### config.mk
export PLATFORM = sky130hd
export DESIGN_NAME = flash_read_arbiter
export DESIGN_NICKNAME = d
export VERILOG_FILES = /design/src/rtl/flash_read_arbiter.sv
export SDC_FILE = /design/constraint.sdc
export NUM_CORES = 1
export LEC_CHECK = 0
export CAP_MARGIN = 20
export CELL_PAD_IN_SITES_DETAIL_PLACEMENT = 0
export CELL_PAD_IN_SITES_GLOBAL_PLACEMENT = 1
export CORE_MARGIN = 8
export CORE_UTILIZATION = 44
export DETAILED_ROUTE_END_ITERATION = 10
export PLACE_DENSITY_LB_ADDON = 0.2
export SLEW_MARGIN = 20
export SYNTH_ARGS = -nofsm -noshare
export SYNTH_HDL_FRONTEND = slang
export SYNTH_SLANG_ARGS = --single-unit
### constraint.sdc
create_clock -name clk -period 8.7 [get_ports clk]
set_input_delay 1.74 -clock clk [delete_from_list [all_inputs] [get_ports clk]]
set_output_delay 1.74 -clock clk [all_outputs]
set_load 0.05 [all_outputs]
### src/rtl/flash_read_arbiter.sv
// Two-port round-robin arbiter for the cartridge SPI flash: runs a mode-0 READ burst and streams bytes back.
// Define FLASH_FAST_READ_EN to issue FAST READ (0x0B) with an 8-clock dummy phase after the address.
module flash_read_arbiter #(
  parameter int CLK_DIV = 2,
  parameter int CS_IDLE = 4
) (
  input  logic        clk,
  input  logic        rst,
  input  logic        r0_req,
  input  logic [23:0] r0_addr,
  input  logic [15:0] r0_len,
  input  logic        r1_req,
  input  logic [23:0] r1_addr,
  input  logic [15:0] r1_len,
  output logic [1:0]  gnt,
  output logic [7:0]  rd_data,
  output logic        rd_valid,
  input  logic        rd_ready,
  output logic [1:0]  done,
  output logic        busy,
  output logic        sck,
  output logic        mosi,
  output logic        cs_n,
  input  logic        miso
);

`ifdef FLASH_FAST_READ_EN
  localparam logic [7:0] CMD_BYTE = 8'h0B;
`else
  localparam logic [7:0] CMD_BYTE = 8'h03;
`endif
  localparam logic [7:0] DIV_LAST = 8'(CLK_DIV - 1);
  localparam logic [7:0] GAP_LAST = 8'(CS_IDLE - 1);

  typedef enum logic [2:0] {
    IDLE, GAP, CMD, ADDR, DATA, HOLD, FINISH
`ifdef FLASH_FAST_READ_EN
    , DUMMY
`endif
  } state_t;

  state_t      state_q, state_d;
  logic [1:0]  gnt_q, gnt_d;
  logic        busy_q, busy_d;
  logic [1:0]  done_q, done_d;
  logic        rd_valid_q, rd_valid_d;
  logic [7:0]  rd_data_q, rd_data_d;
  logic        sck_q, sck_d;
  logic        mosi_q, mosi_d;
  logic        cs_n_q, cs_n_d;
  logic        last_q, last_d;
  logic [23:0] addr_q, addr_d;
  logic [15:0] len_q, len_d;
  logic [31:0] tx_q, tx_d;
  logic [7:0]  rx_q, rx_d;
  logic [7:0]  div_q, div_d;
  logic [4:0]  bit_q, bit_d;
  logic [7:0]  gap_q, gap_d;

  logic [1:0]  req_eff;
  logic        pick;
  logic        half_end;
  logic        shift_phase;
  logic        rise;
  logic        fall;

  always_comb begin
    state_d    = state_q;
    gnt_d      = gnt_q;
    busy_d     = busy_q;
    done_d     = 2'b00;
    rd_valid_d = rd_valid_q;
    rd_data_d  = rd_data_q;
    sck_d      = sck_q;
    mosi_d     = mosi_q;
    cs_n_d     = cs_n_q;
    last_d     = last_q;
    addr_d     = addr_q;
    len_d      = len_q;
    tx_d       = tx_q;
    rx_d       = rx_q;
    div_d      = div_q;
    bit_d      = bit_q;
    pick       = 1'b0;

    // A port whose done is pulsing this cycle may still hold req; it must not be re-granted.
    req_eff  = {r1_req, r0_req} & ~done_q;
    half_end = (div_q == DIV_LAST);

    // Counts cycles since cs_n last rose; saturates so it keeps running through IDLE.
    if (!cs_n_q)
      gap_d = 8'd0;
    else if (gap_q != 8'hFF)
      gap_d = gap_q + 8'd1;
    else
      gap_d = gap_q;

    shift_phase = (state_q == CMD) || (state_q == ADDR) || (state_q == DATA)
`ifdef FLASH_FAST_READ_EN
                  || (state_q == DUMMY)
`endif
                  ;
    rise = shift_phase && !sck_q && half_end;
    fall = shift_phase &&  sck_q && half_end;

    if (shift_phase) begin
      div_d = half_end ? 8'd0 : div_q + 8'd1;
      if (half_end)
        sck_d = ~sck_q;
    end
    if (fall) begin
      tx_d   = {tx_q[30:0], 1'b0};
      mosi_d = tx_q[30];
      bit_d  = bit_q + 5'd1;
    end

    case (state_q)
      IDLE: begin
        if (req_eff != 2'b00) begin
          pick   = (req_eff == 2'b11) ? ~last_q : req_eff[1];
          gnt_d  = pick ? 2'b10 : 2'b01;
          addr_d = pick ? r1_addr : r0_addr;
          len_d  = pick ? r1_len : r0_len;
          busy_d = 1'b1;
          state_d = GAP;
        end
      end
      GAP: begin
        if (len_q == 16'd0) begin
          done_d  = gnt_q;
          gnt_d   = 2'b00;
          busy_d  = 1'b0;
          last_d  = gnt_q[1];
          state_d = IDLE;
        end else if (gap_q >= GAP_LAST) begin
          cs_n_d  = 1'b0;
          tx_d    = {CMD_BYTE, addr_q};
          mosi_d  = CMD_BYTE[7];
          sck_d   = 1'b0;
          div_d   = 8'd0;
          bit_d   = 5'd0;
          state_d = CMD;
        end
      end
      CMD: begin
        if (fall && bit_q == 5'd7) begin
          bit_d   = 5'd0;
          state_d = ADDR;
        end
      end
      ADDR: begin
        if (fall && bit_q == 5'd23) begin
          bit_d   = 5'd0;
          mosi_d  = 1'b0;
`ifdef FLASH_FAST_READ_EN
          state_d = DUMMY;
`else
          state_d = DATA;
`endif
        end
      end
`ifdef FLASH_FAST_READ_EN
      DUMMY: begin
        if (fall && bit_q == 5'd7) begin
          bit_d   = 5'd0;
          state_d = DATA;
        end
      end
`endif
      DATA: begin
        if (rise)
          rx_d = {rx_q[6:0], miso};
        if (fall && bit_q == 5'd7) begin
          bit_d      = 5'd0;
          rd_data_d  = rx_q;
          rd_valid_d = 1'b1;
          len_d      = len_q - 16'd1;
          state_d    = HOLD;
        end
      end
      HOLD: begin
        if (rd_ready) begin
          rd_valid_d = 1'b0;
          if (len_q != 16'd0) begin
            div_d   = 8'd0;
            state_d = DATA;
          end else begin
            cs_n_d  = 1'b1;
            sck_d   = 1'b0;
            state_d = FINISH;
          end
        end
      end
      FINISH: begin
        done_d  = gnt_q;
        gnt_d   = 2'b00;
        busy_d  = 1'b0;
        last_d  = gnt_q[1];
        state_d = IDLE;
      end
      default: state_d = IDLE;
    endcase
  end

  always_ff @(posedge clk or posedge rst) begin
    if (rst) begin
      state_q    <= IDLE;
      gnt_q      <= 2'b00;
      busy_q     <= 1'b0;
      done_q     <= 2'b00;
      rd_valid_q <= 1'b0;
      rd_data_q  <= 8'd0;
      sck_q      <= 1'b0;
      mosi_q     <= 1'b0;
      cs_n_q     <= 1'b1;
      last_q     <= 1'b1;
      addr_q     <= 24'd0;
      len_q      <= 16'd0;
      tx_q       <= 32'd0;
      rx_q       <= 8'd0;
      div_q      <= 8'd0;
      bit_q      <= 5'd0;
      gap_q      <= 8'hFF;
    end else begin
      state_q    <= state_d;
      gnt_q      <= gnt_d;
      busy_q     <= busy_d;
      done_q     <= done_d;
      rd_valid_q <= rd_valid_d;
      rd_data_q  <= rd_data_d;
      sck_q      <= sck_d;
      mosi_q     <= mosi_d;
      cs_n_q     <= cs_n_d;
      last_q     <= last_d;
      addr_q     <= addr_d;
      len_q      <= len_d;
      tx_q       <= tx_d;
      rx_q       <= rx_d;
      div_q      <= div_d;
      bit_q      <= bit_d;
      gap_q      <= gap_d;
    end
  end

  assign gnt      = gnt_q;
  assign busy     = busy_q;
  assign done     = done_q;
  assign rd_valid = rd_valid_q;
  assign rd_data  = rd_data_q;
  assign sck      = sck_q;
  assign mosi     = mosi_q;
  assign cs_n     = cs_n_q;

endmodule

==> flow_metrics.py <==
metrics = {
    "critical_path": {
        "cp.required_ps": 9000,
        "cpPeakStageDelay_ps": 490,
        "critPathSlowestCell": "buf_4",
        "path_cells": "clkdlybuf4s50_1 -> nand2b_1 -> a2111oi_4 -> buf_4 -> nand2b_2 -> o21ai_0 -> a22o_1",
        "worstSetupPathType": "input pin to flip-flop",
        "endpoint_kind": "flip-flop",
        "cp_max_fo": 55,
        "cp-start-kind": "input pin",
        "arrival_ps": 3960,
    },
    "synthesis": {
        "yosys_warnings": 0,
        "ys_seq_elements": 121,
        "mappedNetlistNets": 741,
        "syn-cell-area_um2": 6060,
        "syn_area_per_cell_um2": 9.34,
        "synth_top_cell_by_area": "dfrtp_1",
        "synth_top_area_frac": 0.458,
        "netlist_top_cells_count": "nand2_1 (136), dfrtp_1 (111), nor2_1 (73), a31oi_1 (49), a21oi_1 (25)",
        "synthTopCellsByArea": "dfrtp_1 (46%), nand2_1 (8.4%), a31oi_1 (5.1%)",
        "yosysSeqAreaShare": 0.502,
        "syn-instance-count": 649,
        "ys.flop_type": "dfrtp_1",
        "ys_types": 62,
        "synth_enable_flop_cells": 0,
        "post-synth-top-count-cell": "nand2_1",
        "async_flop_share": 1.00,
    },
    "sta": {
        "relSlewSlack": 0.325,
        "tns_ps": 0,
        "setup_viol": 0,
        "fin_crit_sh": 0.421,
        "worst-slew-pin-transition_ps": 1010,
        "period_minus_slack_ps": 3660,
        "skew_ps": 16.4,
        "hold_viol": 0,
        "whs_ps": 490,
        "rsz0062_at_grt": "false",
        "drv_slew": 0,
        "max_freq_ghz": 0.273,
    },
    "routing": {
        "drc_errors": 0,
        "vias_per_cell": 5.46,
        "vias": 5081,
        "detail-route-antenna-nets": 0,
        "drtPass1Iterations": 5,
        "routed_wl_um": 14500,
        "wire_per_inst_um": 15.6,
        "drt_iter0_markers": 270,
    },
    "clocking": {
        "cts_made_buffers": 17,
        "clock_path_buffers": 2,
        "ctsHoldBuffers": 0,
        "path_clk_slew_ps": 60,
        "cts_tree": "done",
        "cts_htree_levels": 4,
        "postCtsSetupRepairBufs": 0,
        "clk-insertion-delay-late_ps": 420,
        "cts_sinks": 121,
        "cts-resized-gates": 0,
        "cts-root-buf": "clkbuf_16",
    },
    "power_and_ir_drop": {
        "irDropWorstVdd_mv": 0.139,
        "p_clk_frac": 0.532,
        "p_sw_w": 0.000297,
        "power_density_nw_per_um2": 182,
        "p_int_w": 0.00113,
        "leakage_nw": 3.37,
        "p_sw_frac": 0.208,
        "pwr-share-comb": 0.062,
        "p_seq_frac": 0.407,
    },
    "global_route": {
        "grt_start_max_net_pins": 68,
        "grt_overflow": 0,
        "grt_pass1_wl_um": 24900,
        "busiest_layer": "met2",
        "antenna_found_initial": 0,
        "met2_usage": 0.281,
        "grt_use_met3": 0.0456,
        "first_global_vias": 5147,
        "grt_use_met1": 0.204,
        "grt_util_all_layers": 0.170,
    },
    "final_layout": {
        "drive_gt1_frac": 0.113,
        "fin_nets": 829,
        "diodes": 0,
        "fill_cells": 1244,
        "area_growth_pct": 29.6,
    },
    "placement": {
        "hpwl_um": 9920,
        "io_buffers": 102,
        "gp_congestion": 0.801,
    },
    "die": {
        "die_area_um2": 17800,
        "initial_core_util": 0.444,
        "die_width_um": 133,
        "design.portCount": 103,
        "die_y_um": 133,
        "row_count": 43,
        "core_area_um2": 13700,
    },
    "flow_run": {
        "maxCapViolCount": 0,
    },
    "min_path": {
        "min_path_type": "flip-flop to flip-flop",
    },
    "run_status": {
        "status": "complete, no violations",
    },
}
worst paths after layout:
path	startpoint	endpoint	slack, ps	depth (start not counted)
worst max-delay path	r1_req	len_q[6]	5040	7
worst min-delay path	tx_q[24]	tx_q[24]	490	2
worst max register to register	div_q[1]	len_q[14]	5550	7
worst min register to register	tx_q[24]	tx_q[24]	490	2
max in group asynchronous	rst	len_q[4]	5570	3
min in group asynchronous	rst	rd_data[0]	1780	2
cells in the final DEF (no fill, tap or decap), drive strengths merged, types with 6 or more instances in the layout:
master         synthesis  layout
a21oi                 25      25
nor4                   7       7
nand2                137     137
nand3                 13      13
xor2                   9       9
o21ai                 24      24
nor3                   9       9
mux2i                  9       9
nor2                  73      73
buf                   22       8
and3                  10      10
dfstp                 10      10
inv                    7       7
nand2b                 6       6
nand4                  9       9
a31oi                 49      49
ha                     6       6
clkbuf                19      21
a22o                   9       9
dfrtp                111     111
clkdlybuf4s50          0     102
nor2b                  8       8
mux2                  20      20
final cells by class:
cell class	instances	area, µm²	area share
flip-flops and latches	121	3040	0.387
multi-input cells	480	2830	0.361
repair buffers	110	1080	0.138
clock inverters	11	168	0.0213
clock buffers	21	480	0.0612
inverters	7	28.8	0.00366
well taps	180	225	0.0287
kinds of logic (layout without fill, tap and decap cells):
family / count (synthesis) / count (layout) / synth area share
AND/OR/NAND/NOR: 294 / 294 / 0.229
flip-flops: 121 / 121 / 0.502
multiplexers: 29 / 29 / 0.0520
adder cells (fa/ha/maj): 6 / 6 / 0.0124
AO/OA/AOI/OAI: 137 / 137 / 0.148
XOR/XNOR: 14 / 14 / 0.0202
buffers and inverters: 48 / 149 / 0.0369
critical path: cells and delay by family:
kind	cells	cell delay [ps]
buffers and inverters	2	940
AO/OA/AOI/OAI	3	760
AND/OR/NAND/NOR	2	510
power groups by stage:
stage                     Clock, W  Combinational, W  Sequential, W
final                     0.000761         0.0000882       0.000581
after global routing      0.000797         0.0000975       0.000583
after CTS                 0.000774         0.0000906       0.000582
after detailed placement         0         0.0000901       0.000591
after global placement           0         0.0000886       0.000591
after floorplan                  0         0.0000380       0.000591
state kept, by name, indices dropped and copies added (netlist names):
| register | count |
|---|---|
| addr_q | 24 |
| bit_q | 5 |
| busy | 1 |
| cs_n | 1 |
| div_q | 8 |
| done | 2 |
| gap_q | 8 |
| gnt | 2 |
| last_q | 1 |
| len_q | 16 |
| mosi | 1 |
| rd_data | 8 |
| rd_valid | 1 |
| rx_q | 8 |
| sck | 1 |
| state_q | 3 |
| tx_q | 31 |
routing by layer:
metal,vias to the layer above,wire [µm],share of wire
met1,2489,6590,0.45
li1,2465,-,-
met3,17,654,0.045
met4,0,272,0.019
met2,110,6980,0.48
met5,-,0,0
through the flow:
step / std cells / utilization / setup slack (ps) / cell area [µm²] / power (W)
final: 930 / 0.575 / 5040 / 7860 / 0.00143
after global routing: 930 / 0.575 / 4800 / 7860 / 0.00148
after CTS: 930 / 0.575 / 5030 / 7860 / 0.00145
after detailed placement: 898 / 0.527 / 4580 / 7210 / 0.000681
after global placement: 898 / 0.527 / 4640 / 7210 / 0.000680
after floorplan: 649 / - / 3760 / 6060 / 0.000629
Power figures use the tool's default switching activity.
